==> src/rtl/cpu_ctrl.sv <==
// Hack CPU register and control stage: A/D/PC state, instruction decode,
// ALU operand and control generation, memory write and jump resolution.
module cpu_ctrl #(
   parameter int W  = 16,
   parameter int PW = 15
) (
   input  logic          clk,
   input  logic          reset,
   input  logic          en,
   input  logic [W-1:0]  instr,
   input  logic [W-1:0]  in_m,
   output logic [W-1:0]  alu_x,
   output logic [W-1:0]  alu_y,
   output logic          zx,
   output logic          nx,
   output logic          zy,
   output logic          ny,
   output logic          f,
   output logic          no,
   input  logic [W-1:0]  alu_out,
   input  logic          zr,
   input  logic          ng,
   output logic [W-1:0]  out_m,
   output logic          write_m,
   output logic [PW-1:0] address_m,
   output logic [PW-1:0] pc
);

   logic [W-1:0]  a_q, a_d;
   logic [W-1:0]  d_q, d_d;
   logic [PW-1:0] pc_q, pc_d;

   logic       is_c;
   logic       a_bit;
   logic [2:0] dst;
   logic [2:0] jmp;
   logic       jump;

   assign is_c  = instr[W-1];
   assign a_bit = instr[12];
   assign dst   = instr[5:3];
   assign jmp   = instr[2:0];

   // A-instructions carry data in the low bits, so controls are forced to 0
   always_comb begin
      {zx, nx, zy, ny, f, no} = 6'b0;
      if (is_c) begin
         {zx, nx, zy, ny, f, no} = instr[11:6];
      end
   end

   assign jump = is_c & ((jmp[2] & ng) |
                         (jmp[1] & zr) |
                         (jmp[0] & ~zr & ~ng));

   assign alu_x     = d_q;
   assign alu_y     = (is_c && a_bit) ? in_m : a_q;
   assign out_m     = alu_out;
   assign write_m   = en & is_c & dst[0] & ~reset;
   assign address_m = a_q[PW-1:0];
   assign pc        = pc_q;

   always_comb begin
      a_d  = a_q;
      d_d  = d_q;
      pc_d = pc_q;
      if (reset) begin
         a_d  = '0;
         d_d  = '0;
         pc_d = '0;
      end else if (en) begin
         if (!is_c) begin
            a_d = {1'b0, instr[W-2:0]};
         end else begin
            if (dst[2]) a_d = alu_out;
            if (dst[1]) d_d = alu_out;
         end
         // jump target is the pre-edge A, even when A is also a destination
         pc_d = jump ? a_q[PW-1:0] : pc_q + PW'(1);
      end
   end

   always_ff @(posedge clk) begin
      a_q  <= a_d;
      d_q  <= d_d;
      pc_q <= pc_d;
   end

endmodule
==> config.mk <==
export PLATFORM = sky130hd
export DESIGN_NAME = cpu_ctrl
export DESIGN_NICKNAME = d
export VERILOG_FILES = /design/src/rtl/cpu_ctrl.sv
export SDC_FILE = /design/constraint.sdc
export NUM_CORES = 1
export LEC_CHECK = 0
export ABC_AREA = 0
export BUFFER_PORTS_ARGS = -buffer_cell sky130_fd_sc_hd__buf_2
export CAP_MARGIN = 20
export CELL_PAD_IN_SITES_DETAIL_PLACEMENT = 1
export CELL_PAD_IN_SITES_GLOBAL_PLACEMENT = 1
export CORE_UTILIZATION = 25
export DETAILED_ROUTE_END_ITERATION = 12
export PLACE_DENSITY = 0.73
export SLEW_MARGIN = 0
export SYNTH_ARGS = -nofsm -noshare
export SYNTH_HDL_FRONTEND = slang
export SYNTH_SLANG_ARGS = --single-unit
==> constraint.sdc <==
create_clock -name clk -period 2.5 [get_ports clk]
set_input_delay 0.25 -clock clk [delete_from_list [all_inputs] [get_ports clk]]
set_output_delay 0.25 -clock clk [all_outputs]
set_load 0.03 [all_outputs]
==> results.yml, run 1 <==
grt:
  grt_pass1_wl_um: 14160
  number_of_global_route_vias_before_repair: 2697
  antenna_found_initial: 0
  globalRoute.totalOverflow: 0
  grt.total_usage_pct: 15.86
  grt_start_max_net_pins: 31
die:
  initial_core_util_pct: 26.23
  die_area_sq_mm: 0.01140
  rows: 37
  die_w_um: 106.8
  coreArea_sq_mm: 0.01046
  num_io_pins: 138
  die_h_um: 106.8
setup_path:
  start_kind: "flop"
  critical_path.slowest_cell: "or4_1"
  cp_data_arrival_time_ns: 2.19
  required_ns: 2.73
  critPathCaptureType: "flop"
  critical_path.max_fanout: 7
  setup.worst_path.class: "reg -> reg"
  crit_path_max_incr_delay_ns: 0.56
  critical_path.cell_chain: "nand3_2 -> or4_1 -> or4b_1 -> a31oi_1"
clock_tree:
  cts_buf_count: 5
  cts_htree_levels: 2
  tritoncts: "built"
  cts_resized: 0
  cts.reportedPaths.clkPinSlew_ns: 0.10
  clock_tree.root_cell: "clkbuf_8"
  tritoncts_num_sinks: 47
  cts_hold_bufs: 0
  max-clock-path-buffers: 2
  clk_latency_ns: 0.31
  cts.repair_timing.setup_buffer_count: 0
synthesis:
  syn_area_sq_mm: 0.002744
  dominantRegCellSynth: "dfxtp_1"
  yosysMostFrequentCell: "dfxtp_1"
  synthesis.instances: 331
  synth_sequential_area_ratio_pct: 34.29
  synth_top_area_share_pct: 34.29
  yosysTopAreaCell: "dfxtp_1"
  synth_top_cells_by_count: "47 x dfxtp_1, 41 x nand2_1, 31 x buf_4"
  post_synth.cell_area_avg_sq_um: 8.290
  synth_seq_cells: 47
  ys_top_cells_by_area: "dfxtp_1 34%, buf_4 8.5%, mux2i_1 8.4%"
  yosysUniqueCellTypes: 42
  syn_nets: 385
  synthArstFlopShare_pct: 0
  yosysWarnings: 0
  number_of_enable_type_register_cells_in_the_synthesized_netlist: 0
finish:
  proportion_of_layout_cells_with_a_drive_suffix_above_1_pct: 35.96
  finalNetCount: 484
  antenna-diode-count: 0
  fillers: 1326
  synth_to_final_area_change_pct: 24.81
  layout.cells.non_filler: 567
  postLayoutCoreUtil_pct: 32.73
sta:
  final.period_utilization_pct: 78.41
  timing.max_slew.rel_slack_pct: 54.21
  setup_violations: 0
  grt_setup_unrepaired: "no"
  timing.setup.tns_ns: 0
  finalHoldViolations: 0
  tightestPinTransition_ns: 0.6854
  timing.clock.skew_ns: 0.008348
  report.final.slew_viol_count: 0
  max_freq_mhz: 510.1
  min_period_ns: 1.960
  final.hold.worst_slack_ns: 0.1941
power:
  power_density_mw_per_mm2: 520.6
  vdd_ir_drop_max_mv: 0.2624
  power_leakage_uw: 0.001600
placement:
  numPlacedInstances: 559
  io_buffers: 137
  routabilityCongestion: 0.7588
  hpwlAfterDp_um: 6990
route:
  detail_route.first_pass.iterations: 4
  drt_drc_violations_left: 0
  first_iter_violations: 58
  antenna_violating_nets_post_route: 0
  via_count: 2700
  drt-total-wl_um: 8906
  drt-vias-per-instance: 4.762
  avgRoutedWirePerCell_um: 15.71
job:
  maxCapViolCount: 0
worst_hold_path:
  hp-class: "in -> reg"
outcome:
  run_status: "completed"
-- cell usage in the layout, fill, tap and decap left out, types with 3 or more instances in the layout --
cell,count
buf_2,137
dfxtp_1,47
nand2_1,41
nor2_1,26
mux2i_1,23
mux2_1,17
a21oi_1,17
a211oi_1,14
o21ai_0,9
o2bb2ai_1,9
nor3_1,8
nor2b_1,8
and2_1,7
nand3_1,7
inv_1,7
buf_4,7
clkbuf_8,5
a31oi_1,4
nor4_1,4
a21boi_1,3
o32ai_1,3
-- state kept, by name, summed over array words and instances (netlist names) --
register,cells
a_q,16
pc,15
alu_x,16
-- layout make-up --
class	instances	area [sq um]	area share, %
sequential	47	940.9	27.48
multi-input combinational	225	1460	42.64
clock inverter	3	20.02	0.5846
clock buffer	5	68.82	2.010
tap	136	170.2	4.969
timing repair buffer	144	738.2	21.56
inverter	7	26.28	0.7673
-- worst paths after layout --
path / startpoint / to / slack, ns / cells past startpoint
setup / recovery: pc[6]$_SDFFE_PP0P_ / pc[13]$_SDFFE_PP0P_ / 0.54 / 4
hold / removal: alu_out[14] / alu_x[14]$_SDFFE_PP0P_ / 0.19 / 3
setup reg to reg: pc[6]$_SDFFE_PP0P_ / pc[13]$_SDFFE_PP0P_ / 0.54 / 4
hold reg to reg: alu_x[7]$_SDFFE_PP0P_ / alu_x[7]$_SDFFE_PP0P_ / 0.46 / 2
-- worst max-delay path, delay by kind of cell, from the launching register on --
family,cells,cell delay (ns)
compound gates,1,0.18
flops,1,0.48
simple gates,3,1.23
-- kinds of logic (layout without fill, tap and decap cells) --
family / Yosys count / after routing / share of synthesized area [%]
adder cells (fa/ha/maj): 1 / 1 / 0.4559
AO/OA/AOI/OAI: 70 / 70 / 17.33
AND/OR/NAND/NOR: 114 / 114 / 20.06
buffers and inverters: 59 / 159 / 12.49
multiplexers: 40 / 40 / 15.37
flip-flops: 47 / 47 / 34.29
-- per-layer routing --
| metal | global-route usage (%) | vias to the layer above | part of all wire [%] |
|---|---|---|---|
| met1 | 20.39 | 1273 | 47 |
| met3 | 4.073 | 5 | 5.2 |
| met4 | 2.642 | 0 | 0.47 |
| li1 | - | 1339 | - |
| met5 | 0 | - | 0 |
| met2 | 26.96 | 83 | 47 |
-- metrics by stage --
stage	total power, uW	area [sq um]	setup slack [ns]
finish	1783	3425	0.5397
global route	1875	3425	0.4717
CTS	1809	3425	0.5717
detailed placement	1336	3336	0.5166
global placement	1326	3336	0.6198
floorplan	1195	2744	0.5029
-- where the power goes --
group	internal (uW)	switching (uW)
Clock	195	275
Sequential	785	42.3
Combinational	161	325
Total	1140	642
No activity file was read; power rests on OpenSTA's default activity.
==> run 2, diff against run 1 <==
Settings changed: PLACE_DENSITY 0.73 to 0.76.
Clock period 2.5 ns to 1.58 ns, I/O delays scaled along.
==> run 2 against run 1 <==
Against the previous run:
- the flow now finishes with violations (negative setup slack)
- critical path type unchanged
- register-to-register slack worse by 0.64 ns
- combinational power up 71%
- core utilization increased by 3.0 points
- wire length is 6.6% higher
- largest power group unchanged
- clock power up 75%
- non-clock buffer count rose by 24
- clock-buffer cell count up 1
- sequential cell count is the same
- critical endpoint unchanged
==> results.yml, run 2 (same netlist as run 1, synthesis figures left out) <==
outcome:
  run_status: "finished with violations"
  violated_checks: "negative setup slack"
setup_path:
  critical_path.slowest_cell: "or4_4"
  required_ns: 1.81
  critical_path.cell_chain: "nand4_4 -> or4_4 -> or4b_4 -> a31oi_1"
  cp_data_arrival_time_ns: 1.91
  crit_family: "simple AND/OR/NAND/NOR gates"
  start_kind: "flop"
  setup.worst_path.class: "reg -> reg"
  critPathCaptureType: "flop"
  buffers_inverters_on_critical_path: 0
  critical_path.max_fanout: 2
  crit_path_max_incr_delay_ns: 0.49
finish:
  leading_cell_type_in_the_layout_fill_and_taps_excluded: "buf_2"
  finalNetCount: 508
  most_frequent_cells_in_the_layout: "137 x buf_2, 41 x nand2_1, 34 x dfxtp_1"
  synth_to_final_area_change_pct: 36.25
  antenna-diode-count: 0
  fin_area_sq_mm: 0.003739
  proportion_of_layout_cells_with_a_drive_suffix_above_1_pct: 43.83
  layout.cells.non_filler: 590
power:
  power_leakage_uw: 0.001762
  power_density_mw_per_mm2: 787.7
  vdd_ir_drop_max_mv: 0.3505
  totalPowerFinal_uw: 2945
grt:
  number_of_global_route_vias_before_repair: 2846
  globalRoute.totalOverflow: 0
  grt.total_usage_pct: 16.60
  grt_pass1_wl_um: 14920
  grt_start_max_net_pins: 29
  antenna_found_initial: 0
placement:
  numPlacedInstances: 583
  io_buffers: 137
  hpwlAfterDp_um: 7570
  routabilityCongestion: 0.7811
  postPlaceCellArea_sq_mm: 0.003601
die:
  rows: 37
  die_h_um: 106.8
  initial_core_util_pct: 26.23
  coreArea_sq_mm: 0.01046
  die_w_um: 106.8
  die_area_sq_mm: 0.01140
  num_io_pins: 138
sta:
  grt_setup_unrepaired: "yes"
  max_freq_mhz: 595.1
  final.period_utilization_pct: 106.3
  finalHoldViolations: 0
  timing.max_slew.rel_slack_pct: 74.45
  tightestPinTransition_ns: 0.3825
  min_period_ns: 1.680
  final_critical_path_setup_slack_ns: -0.1003
  setup_violations: 1
  report.final.slew_viol_count: 0
  timing.clock.skew_ns: 0.008481
clock_tree:
  cts_buf_count: 5
  tritoncts: "built"
  cts.reportedPaths.clkPinSlew_ns: 0.09
  max-clock-path-buffers: 2
  cts.repair_timing.setup_buffer_count: 0
  clock_tree.root_cell: "clkbuf_8"
  clk_latency_ns: 0.30
  cts_htree_levels: 2
  cts_hold_bufs: 0
  tritoncts_num_sinks: 47
route:
  drt_drc_violations_left: 0
  drt-vias-per-instance: 4.839
  drt-total-wl_um: 9497
  via_count: 2855
  antenna_violating_nets_post_route: 0
  avgRoutedWirePerCell_um: 16.10
  first_iter_violations: 70
  detail_route.first_pass.iterations: 4
job:
  maxCapViolCount: 0
worst_hold_path:
  hp-class: "in -> reg"
-- run 2: changes by cell type in the layout (fill, tap and decap cells not counted), moves of 2 or more --
| cell | change |
|---|---|
| buf_12 | +2 |
| buf_4 | +22 |
| clkinvlp_4 | -2 |
| dfxtp_1 | -13 |
| dfxtp_2 | +2 |
| dfxtp_4 | +11 |
| nand3_1 | -2 |
| nor4_1 | -2 |
| nor4_2 | +2 |
-- run 2: area by class of cell --
class	instances	area [sq um]
multi-input combinational	225	1514
clock inverter	1	6.256
fill	1319	6724
tap	136	170.2
sequential	47	984.7
inverter	7	26.28
clock buffer	6	93.84
timing repair buffer	168	943.4
-- run 2: final timing paths --
path,from,to,slack [ns],cells past startpoint
setup / recovery,pc[5]$_SDFFE_PP0P_,pc[13]$_SDFFE_PP0P_,-0.10,4
hold / removal,alu_out[10],alu_x[10]$_SDFFE_PP0P_,0.11,3
setup reg to reg,pc[5]$_SDFFE_PP0P_,pc[13]$_SDFFE_PP0P_,-0.10,4
hold reg to reg,alu_x[5]$_SDFFE_PP0P_,alu_x[5]$_SDFFE_PP0P_,0.46,2
-- run 2: worst register-to-register path: stages, from the launching register on --
cell     delay [ns]
dfxtp_4        0.37
nand4_4        0.11
or4_4          0.49
or4b_4         0.48
a31oi_1        0.16
-- run 2: stage by stage --
step | TNS [ns] | worst slack [ns] | util (%) | hold slack, ns
2_1_floorplan | -0.1491 | -0.1491 | - | 0.2940
3_3_place_gp | -0.03268 | -0.03268 | 34.42 | 0.4172
3_5_place_dp | -0.06873 | -0.06873 | 34.42 | 0.4328
4_1_cts | -0.08561 | -0.08561 | 35.40 | 0.1012
5_1_grt | -0.1297 | -0.1297 | 35.73 | 0.1026
6_report | -0.1003 | -0.1003 | 35.73 | 0.1067
-- run 2: layer usage --
| metal | vias to the layer above | wire [um] | GRT usage [%] |
|---|---|---|---|
| li1 | 1387 | - | - |
| met1 | 1364 | 4260 | 21.52 |
| met2 | 89 | 4549 | 28.06 |
| met3 | 15 | 550 | 3.040 |
| met4 | 0 | 137 | 4.599 |
| met5 | - | 0 | 0 |
-- run 2: where the power goes --
part	internal [uW]	switching (uW)
combinational	292	540
sequential	1230	59.7
clock	401	421
total	1920	1020
-- run 2: repair_timing --
item	in CTS	in global routing
resized for setup	1	7
pin swaps	0	1
endpoints found under the setup margin	3	4
==> run 3, diff against run 2 <==
Settings changed: GPL_TIMING_DRIVEN from default to 0.
==> run 3 against run 2 <==
Against the previous run:
- the flow still finishes with violations (negative setup slack)
- final cell count grew 5.3%
- sequential cell count is the same
- setup slack lost 0.052 ns
- clock power grew 15%
- total power grew 6.1%
- combinational power grew 6.3%
- critical endpoint unchanged
- largest power group unchanged
- highest routed layer unchanged
==> results.yml, run 3 (same netlist as run 1, synthesis figures left out) <==
finish:
  leading_cell_type_in_the_layout_fill_and_taps_excluded: "buf_2"
  most_frequent_cells_in_the_layout: "140 x buf_2, 42 x buf_4, 39 x nand2_1"
  multiInputGateArea_sq_mm: 0.001518
  proportion_of_layout_cells_with_a_drive_suffix_above_1_pct: 43.92
  finalNetCount: 538
  area.sequential_sq_um: 987.2
  fillers: 1329
  antenna-diode-count: 0
  layout.cells.non_filler: 621
  synth_to_final_area_change_pct: 42.27
setup_path:
  cp_data_arrival_time_ns: 1.97
  critical_path.cell_chain: "nand4_4 -> or4_4 -> or4b_1 -> a31oi_1"
  critical_path.max_fanout: 6
  critPathCaptureType: "flop"
  start_kind: "flop"
  required_ns: 1.81
  setup.worst_path.class: "reg -> reg"
  r2r.worst_path.cells: 4
  critical_path.slowest_cell: "or4b_1"
  crit_path_max_incr_delay_ns: 0.48
die:
  die_area_sq_mm: 0.01140
  initial_core_util_pct: 26.23
  die_h_um: 106.8
  num_io_pins: 138
  coreArea_sq_mm: 0.01046
  rows: 37
  die_w_um: 106.8
clock_tree:
  tritoncts_num_sinks: 47
  cts_htree_levels: 2
  cts.reportedPaths.clkPinSlew_ns: 0.10
  cts_buf_count: 5
  cts_hold_bufs: 0
  clock_tree.root_cell: "clkbuf_8"
  max-clock-path-buffers: 2
  tritoncts: "built"
  clk_latency_ns: 0.30
grt:
  grt_pass1_wl_um: 15970
  antenna_found_initial: 0
  globalRoute.totalOverflow: 0
  number_of_global_route_vias_before_repair: 3124
  grt_start_max_net_pins: 15
  grt.total_usage_pct: 17.72
placement:
  io_buffers: 137
  routabilityCongestion: 0.8326
  numPlacedInstances: 604
  hpwlAfterDp_um: 7920
  dp_slack_ns: -0.5359
sta:
  tightestPinTransition_ns: 0.5537
  grt_setup_unrepaired: "yes"
  timing.max_slew.rel_slack_pct: 63.08
  final_critical_path_setup_slack_ns: -0.1524
  max_freq_mhz: 577.2
  final.period_utilization_pct: 109.6
  timing.clock.skew_ns: 0.005955
  finalHoldViolations: 0
  report.final.slew_viol_count: 0
  min_period_ns: 1.732
  setup_violations: 1
route:
  avgRoutedWirePerCell_um: 16.52
  drt-vias-per-instance: 4.845
  first_iter_violations: 82
  via_count: 3009
  antenna_violating_nets_post_route: 0
  drt-total-wl_um: 10260
  drt_drc_violations_left: 0
  detail_route.first_pass.iterations: 4
power:
  power_density_mw_per_mm2: 800.6
  power_leakage_uw: 0.001855
  vdd_ir_drop_max_mv: 0.3535
outcome:
  run_status: "finished with violations"
  violated_checks: "negative setup slack"
worst_hold_path:
  worst_hold_path.num_cells: 3
  hp-class: "in -> reg"
job:
  maxCapViolCount: 0
==> run 3: where the power goes <==
group	total, uW	internal [uW]	switching (uW)
Clock	944	506	438
Sequential	1300	1230	66.4
Combinational	884	326	558
Total	3130	2060	1060
==> run 3: metal layers <==
layer,routed length [um],global-route usage (%)
met5,0,0
met4,92,3.816
met3,516,3.404
met2,5053,31.43
met1,4593,22.09
==> run 3: layout make-up <==
| class | count | area share, % |
|---|---|---|
| buffer | 51 | 8.109 |
| clock buffer | 8 | 3.141 |
| inverter | 7 | 0.6731 |
| multi-input combinational | 225 | 38.88 |
| sequential | 47 | 25.29 |
| tap | 136 | 4.359 |
| timing repair buffer | 147 | 19.55 |
==> run 3: timing repair <==
item,CTS,global route
pin swaps,1,1
setup endpoints to repair,33,18
gates cloned,0,0
gates resized for setup,6,7
setup buffers,10,0
==> run 3: final timing paths <==
| kind | start | end | slack (ns) |
|---|---|---|---|
| setup / recovery | pc[3]$_SDFFE_PP0P_ | pc[13]$_SDFFE_PP0P_ | -0.15 |
| hold / removal | alu_out[8] | alu_x[8]$_SDFFE_PP0P_ | 0.1 |
| setup reg to reg | pc[3]$_SDFFE_PP0P_ | pc[13]$_SDFFE_PP0P_ | -0.15 |
| hold reg to reg | alu_x[11]$_SDFFE_PP0P_ | alu_x[11]$_SDFFE_PP0P_ | 0.47 |
==> run 3: per-stage QoR <==
stage	TNS [ns]	cell area (sq um)	total power [uW]	hold WS [ns]	util, %
global placement	-10.95	3661	2173	0.4207	34.99
global route	-0.2633	3904	3258	0.1023	37.31
floorplan	-0.1491	2805	1884	0.2940	-
finish	-0.1524	3904	3125	0.09936	37.31
CTS	-0.1261	3874	3146	0.1009	37.02
detailed placement	-12.72	3661	2193	0.4343	34.99
==> run 3: worst max-delay path, delay by kind of cell (launching register included) <==
family / cells / cell delay, ns
AND/OR/NAND/NOR: 3 / 1.08
AO/OA/AOI/OAI: 1 / 0.17
flip-flops: 1 / 0.40
